[src/rtl/counter_ctrl.sv]
// Window controller for an external 4-bit counter: enables it for a set number of
// increments, then checks that it advanced by exactly that amount.
module counter_ctrl #(
  parameter int RUNW = 8
) (
  input  logic            clk,
  input  logic            rst_n,
  input  logic            start,
  input  logic [3:0]      len,
  input  logic            periodic,
  input  logic            abort,
  input  logic [3:0]      cnt_count,
  output logic            cnt_en,
  output logic            busy,
  output logic            done,
  output logic            err,
  output logic [RUNW-1:0] run_cnt
);

  typedef enum logic [1:0] {
    IDLE  = 2'd0,
    RUN   = 2'd1,
    CHECK = 2'd2
  } state_t;

  state_t          r_state;
  logic [3:0]      r_base;
  logic [4:0]      r_len;
  logic [4:0]      r_rem;
  logic            r_mode;
  logic            r_cnt_en;
  logic            r_busy;
  logic            r_done;
  logic            r_err;
  logic [RUNW-1:0] r_run_cnt;

  logic [4:0]      w_len;
  logic [3:0]      w_delta;
  logic            w_match;

  // A length field of zero stands for a full 16-increment window.
  assign w_len   = (len == 4'd0) ? 5'd16 : {1'b0, len};
  assign w_delta = cnt_count - r_base;
  assign w_match = (w_delta == r_len[3:0]);

  assign cnt_en  = r_cnt_en;
  assign busy    = r_busy;
  assign done    = r_done;
  assign err     = r_err;
  assign run_cnt = r_run_cnt;

  always_ff @(posedge clk or negedge rst_n) begin
    if (!rst_n) begin
      r_state   <= IDLE;
      r_base    <= 4'd0;
      r_len     <= 5'd0;
      r_rem     <= 5'd0;
      r_mode    <= 1'b0;
      r_cnt_en  <= 1'b0;
      r_busy    <= 1'b0;
      r_done    <= 1'b0;
      r_err     <= 1'b0;
      r_run_cnt <= '0;
    end else begin
      r_done <= 1'b0;
      case (r_state)
        IDLE: begin
          if (start && !abort) begin
            r_base   <= cnt_count;
            r_len    <= w_len;
            r_mode   <= periodic;
            r_rem    <= w_len;
            r_err    <= 1'b0;
            r_cnt_en <= 1'b1;
            r_busy   <= 1'b1;
            r_state  <= RUN;
          end
        end
        RUN: begin
          if (abort) begin
            r_cnt_en <= 1'b0;
            r_busy   <= 1'b0;
            r_state  <= IDLE;
          end else begin
            r_rem <= r_rem - 5'd1;
            if (r_rem == 5'd1) begin
              r_cnt_en <= 1'b0;
              r_state  <= CHECK;
            end
          end
        end
        CHECK: begin
          if (abort) begin
            r_cnt_en <= 1'b0;
            r_busy   <= 1'b0;
            r_state  <= IDLE;
          end else begin
            r_done <= 1'b1;
            if (r_run_cnt != {RUNW{1'b1}}) begin
              r_run_cnt <= r_run_cnt + {{(RUNW-1){1'b0}}, 1'b1};
            end
            if (!w_match) begin
              r_err <= 1'b1;
            end
            // Periodic mode re-arms from wherever the counter now sits.
            if (r_mode) begin
              r_base   <= cnt_count;
              r_rem    <= r_len;
              r_cnt_en <= 1'b1;
              r_state  <= RUN;
            end else begin
              r_busy  <= 1'b0;
              r_state <= IDLE;
            end
          end
        end
        default: begin
          r_cnt_en <= 1'b0;
          r_busy   <= 1'b0;
          r_state  <= IDLE;
        end
      endcase
    end
  end

endmodule

[config.mk]
export PLATFORM = sky130hd
export DESIGN_NAME = counter_ctrl
export DESIGN_NICKNAME = d
export VERILOG_FILES = /design/src/rtl/counter_ctrl.sv
export SDC_FILE = /design/constraint.sdc
export NUM_CORES = 1
export LEC_CHECK = 0
export CORE_UTILIZATION = 45
export CTS_CLUSTER_DIAMETER = 120
export DETAILED_ROUTE_END_ITERATION = 10
export PLACE_DENSITY = 0.68
export SKIP_LAST_GASP = 1
export SLEW_MARGIN = 0
export SYNTH_ARGS = -nofsm -noshare
export SYNTH_HDL_FRONTEND = slang
export SYNTH_SLANG_ARGS = --single-unit
[constraint.sdc]
create_clock -name clk -period 2.87 [get_ports clk]
set_input_delay 0.7175 -clock clk [delete_from_list [all_inputs] [get_ports clk]]
set_output_delay 0.7175 -clock clk [all_outputs]
set_load 0.005 [all_outputs]
After elaboration in Yosys (flattened, before gate mapping)
Cells that the tools add are included.
{"block": "op_classes", "n_reduce_logical": 14, "muxes": 32, "n_eq_ne": 14, "n_div": 0, "bitwise": 1, "multipliers": 0, "addsub": 3, "shift": 0, "order_cmp": 0}
{"operator": "$mux 5", "count": 5}
{"operator": "$mux 1", "count": 15}
{"operator": "$pmux 5 s3", "count": 1}
{"operator": "$mux 4", "count": 3}
{"operator": "$ne 2x2->1 const B", "count": 6}
{"operator": "$ne 3x3->1 const B", "count": 3}
{"operator": "$reduce_and 3->1", "count": 3}
{"operator": "$add 8x1->8 const B", "count": 1}
{"operator": "$ne 8x8->1 const B", "count": 1}
{"operator": "$pmux 4 s2", "count": 1}
{"operator": "$reduce_and 4->1", "count": 2}
{"operator": "$mux 2", "count": 3}
{"operator": "$pmux 1 s3", "count": 2}
{"operator": "$pmux 2 s3", "count": 1}
{"operator": "$eq 5x1->1 const B", "count": 1}
{"operator": "$reduce_and 5->1", "count": 1}
{"operator": "$sub 5x1->5 const B", "count": 1}
{"operator": "$eq 4x4->1", "count": 1}
{"operator": "$logic_not 4->1", "count": 1}
{"operator": "$reduce_and 2->1", "count": 2}
{"operator": "$sub 4x4->4", "count": 1}
{"operator": "$reduce_bool 3->1", "count": 1}
{"operator": "$eq 2x1->1 const B", "count": 1}
{"operator": "$eq 2x2->1 const B", "count": 1}
{"operator": "other kinds (6)", "count": 6}
{"block": "totals", "inputBits": 13, "mem_count": 0, "regBits": 29, "out_inout_bits": 12, "wordCells": 74, "latch_bits": 0, "rom_bits": 0, "mem_bits_rw": 0}

Logic depth before layout (Yosys ltp)
{"block": "logic_depth", "word_depth": 5, "mapped_depth": 9, "mapped_depth_nobuf": 7}

Worst setup path before layout
No wires, ideal clock.
{"block": "synth_path", "kind": "input port to flip-flop", "from": "in cnt_count[0]", "to": "reg r_err, in the netlist err", "setup_time_ns": 0.139, "cell_stages": 7, "n_path_buf": 0, "slack_ns": 0.835, "t_required_ns": 2.731, "arrival_ns": 1.896, "path_cell_list": "inv_1 ha_1 inv_2 fa_1 xor2_1 nor4b_1 a311oi_1"}
{"block": "synth_via", "elab_chain_cells": 4}
{"item": "start, declared", "line_no": "12", "text": "input logic [3:0] cnt_count,"}
{"item": "$sub 4x4->4", "line_no": "43", "text": "assign w_delta = cnt_count - r_base;"}
{"item": "$eq 4x4->1", "line_no": "44", "text": "assign w_match = (w_delta == r_len[3:0]);"}
{"item": "$ne 2x2->1 (no source line)"}
{"item": "$reduce_and 4->1 (no source line)"}
{"item": "end signal, assigned", "line_no": "62", "text": "r_err <= 1'b0;"}
{"item": "end signal, assigned", "line_no": "73", "text": "r_err <= 1'b0;"}
{"item": "end signal, assigned", "line_no": "103", "text": "r_err <= 1'b1;"}
{"item": "end, declared", "line_no": "34", "text": "logic r_err;"}
Every way passes these cells.
A chain may end at the register's enable or synchronous reset.

Worst setup path in the final report
Ends and elaborated chain as after synthesis.

==> results summary <==
The run finished with clean final reports. The final-report hold violation count is 0. The CTS sink count is 29.

The clock latency on the worst-skew pair came out at 0.28 ns. The final standard cell area without fillers came out at roughly 2100 µm². The number of violations reported at the end of detailed-routing iteration 0 is slightly below 60. The number of max-slew violations in the final report came out at 0. The post-detailed-route via-to-cell ratio came out at between 5 and 6. The area of the core region is about 3700 µm².

Max-cap violations in this run came to 0. The clock transition at the registers of the reported paths came out at around 0.070 ns. The number of global-route vias before repair came to between 1k and 1.5k. The aggregate negative setup slack came out at 0 ns. Setup violations remaining at the end of the flow were counted as 0. Counting along the longest clock path gives a buffer depth of 2.

The transition time at the pin with the least slew margin is between 0.3 and 0.4 ns. The path class of the lowest-slack min-delay path is flop to flop. Global routing finished with a remaining overflow of 0. The average detailed-routed wire length per instance came out at 13.4 µm. The post-synthesis average cell area came out at just over 10 µm². The count of buffers from port buffering is 24. The aggregate global-route resource usage is 0.188. In this run the number of H-tree levels came out at 2. Of the available clock period, the critical path in the final layout requires 0.808.

The most frequent cell after synthesis is sky130_fd_sc_hd__dfrtp_1. Detailed placement finished with a half-perimeter wire length of between 2 and 2.5 mm. The worst setup path is captured at a flop.

STA puts the critical path data arrival time at about 2.5 ns. Clock tree synthesis selected as its root buffer the cell sky130_fd_sc_hd__clkbuf_8. The top cell family by delay on the critical path is adder cells. After clock tree synthesis, the flow added hold-fix buffers numbering 0. For this run, the register share of the synthesized area comes to 0.422. Measured along the y axis, the die boundary spans about 64 µm.

The ratio of total power to cell area is roughly 990 nW/µm². The final critical delay including setup and external delays came out at approximately 2.3 ns. The number of clock buffers added by TritonCTS is 5.

By area the synthesized netlist is led by sky130_fd_sc_hd__dfrtp_1 (42%), sky130_fd_sc_hd__ha_1 (7.3%), sky130_fd_sc_hd__mux2_4 (5.2%). The I/O pin count is 25. The maximum fanout along the worst path came out at 2. On the worst path, the slowest cell contributes a delay of 0.48 ns. The maximum number of pins on one net before global-route repair is 30. The congestion estimate from routability-driven global placement came to ~0.8.

The worst vdd rail ir drop is ~0.00049 V. The die is roughly 64 µm wide. The leading area contributor after synthesis is sky130_fd_sc_hd__dfrtp_1. For this run, asynchronously set or reset flops after synthesis account for 1.00. In the synthesized netlist the dominant register cell turns out to be sky130_fd_sc_hd__dfrtp_1.

For this run, design rule violations remaining after detail routing come to 0. The kind of critical path is primary input to flop. The number of enable flip-flop cells after synthesis came out at 0. The combined area of all synthesized cells came out at between 1500 and 2000 µm².

The floorplan die area came out at a little over 4000 µm². TritonCTS built the clock tree. Setup repair after global routing left no endpoint under its margin.

After the last flow step, the layout net total stands at 220. The count of different cell masters after synthesis is between 40 and 50. Counting the fill cells in the layout gives between 300 and 400. The first-pass GRT wire length is approximately 5.7 mm. The area growth from synthesis to layout came out at 22.6%. The total detailed-routing wirelength is 3.29 mm. The count of buffering cells on the critical path with inverters included came out at 3. Leaving out filler cells and counting taps, the final layout contains between 200 and 250. The area of the multi-input gates is roughly 900 µm². The total number of yosys warnings came out at 0. The count of standard-cell rows is 22. The total number of vias came out at 1,250. The post-synth net total came out at a little under 200.

The number of setup buffers added after CTS came out at 0. The number of routed nets with antenna violations came out at 0. The synthesis-stage register bit count came out at 29. For the worst setup path, the data required time is about 3.0 ns. The number of cells produced by synthesis is ~170. The number of placed instances with taps included came out at approximately 240.

The number of iterations in the first detailed-routing pass came out at 4. The critical path goes through clkdlybuf4s50_1, inv_1, ha_1, inv_2, fa_1, xor2_1, nor4b_1, a311oi_1. The repair_antennas step left the layout with diodes totalling 0.

The launching element type of the critical path is a primary input. In this run the static leakage power is roughly 0.94 nW. The highest attainable clock frequency came out at between 400 and 500 MHz. The effective utilization at floorplan is 0.470. The largest individual stage delay along the critical path comes from the cell sky130_fd_sc_hd__clkdlybuf4s50_1. The post-placement cell area is approximately 2000 µm².

The clock skew after layout came out at between 0.009 and 0.01 ns. The top cell type's share of synthesized area came out at 0.422. The number of instances resized during post-cts repair is 0. The share of post-route cells with drive strength above 1 came out at 0.137.

The register area is about 730 µm². The number of antenna violations at the first check in global routing is 0. The tightest slew margin relative to the limit came out at 0.737. In the synthesized netlist, the cells that appear most often are sky130_fd_sc_hd__dfrtp_1 (29), sky130_fd_sc_hd__nand2_1 (21), sky130_fd_sc_hd__inv_1 (12), sky130_fd_sc_hd__o21ai_0 (11).
==> stage by stage <==
| step | power [W] | setup WS, ns | util | hold slack, ns |
|---|---|---|---|---|
| 6_report | 0.00208 | 0.551 | 0.576 | 0.492 |
| 5_1_grt | 0.00227 | 0.445 | 0.576 | 0.519 |
| 4_1_cts | 0.00210 | 0.564 | 0.576 | 0.497 |
| 3_5_place_dp | 0.00165 | 0.278 | 0.544 | 0.486 |
| 3_3_place_gp | 0.00162 | 0.290 | 0.544 | 0.468 |
| 2_1_floorplan | 0.00140 | 0.835 | - | 0.422 |
==> logic make-up after synthesis <==
group	share of synthesized area
and+or+nand+nor	0.175
AOI/OAI and AO/OA	0.122
DFF	0.422
buffers and inverters	0.0488
xor gates and xnor gates	0.0764
adders and majority gates	0.0844
muxes	0.0713
==> sequential cells by signal, indices dropped and copies added, names as in the netlist <==
signal,count
r_len,5
r_rem,5
r_state,2
r_mode,1
err,1
done,1
cnt_en,1
r_base,4
busy,1
run_cnt,8
==> layout make-up <==
type,instances,area share
Sequential cell,29,0.344
Clock inverter,1,0.0142
Timing Repair Buffer,25,0.118
Clock buffer,7,0.0409
Tap cell,48,0.0285
Multi-Input combinational cell,122,0.431
Inverter,13,0.0231
==> layout by cell type (no fill, tap or decap), types with 2 or more instances in the layout <==
master / count
sky130_fd_sc_hd__a22oi_1: 2
sky130_fd_sc_hd__nor2b_2: 2
sky130_fd_sc_hd__o21ai_0: 11
sky130_fd_sc_hd__xnor2_1: 7
sky130_fd_sc_hd__nand2b_1: 2
sky130_fd_sc_hd__nand3_1: 3
sky130_fd_sc_hd__ha_1: 10
sky130_fd_sc_hd__nor3_1: 2
sky130_fd_sc_hd__clkbuf_8: 6
sky130_fd_sc_hd__mux2_4: 6
sky130_fd_sc_hd__a21oi_1: 9
sky130_fd_sc_hd__mux2_2: 2
sky130_fd_sc_hd__nand2_1: 21
sky130_fd_sc_hd__xor2_1: 8
sky130_fd_sc_hd__clkdlybuf4s50_1: 24
sky130_fd_sc_hd__inv_1: 12
sky130_fd_sc_hd__nor2_1: 10
sky130_fd_sc_hd__o21ai_1: 2
sky130_fd_sc_hd__dfrtp_1: 29
sky130_fd_sc_hd__nand4_1: 3
==> final timing paths <==
check | from | slack (ns) | depth (start not counted) | end
min in group asynchronous | rst_n | 0.82 | 2 | r_len[4]
worst min register to register | run_cnt[4] | 0.49 | 1 | run_cnt[4]
worst min-delay path | run_cnt[4] | 0.49 | 1 | run_cnt[4]
worst max-delay path | cnt_count[0] | 0.55 | 8 | err
worst max register to register | r_state[0] | 0.96 | 5 | run_cnt[1]
max in group asynchronous | rst_n | 1.77 | 2 | r_rem[4]
==> power breakdown <==
group | total (W) | switching [W] | internal, W
clock | 0.000439 | 0.000156 | 0.000283
combinational | 0.000932 | 0.000449 | 0.000483
sequential | 0.000710 | 0.000146 | 0.000565
total | 0.00208 | 0.000751 | 0.00133
==> layer usage <==
layer	part of all wire	global-route usage
met5	0	0
met4	0.019	0.0824
met3	0.038	0.0607
met2	0.48	0.303
met1	0.47	0.228
No activity file was read; power rests on OpenSTA's default activity.
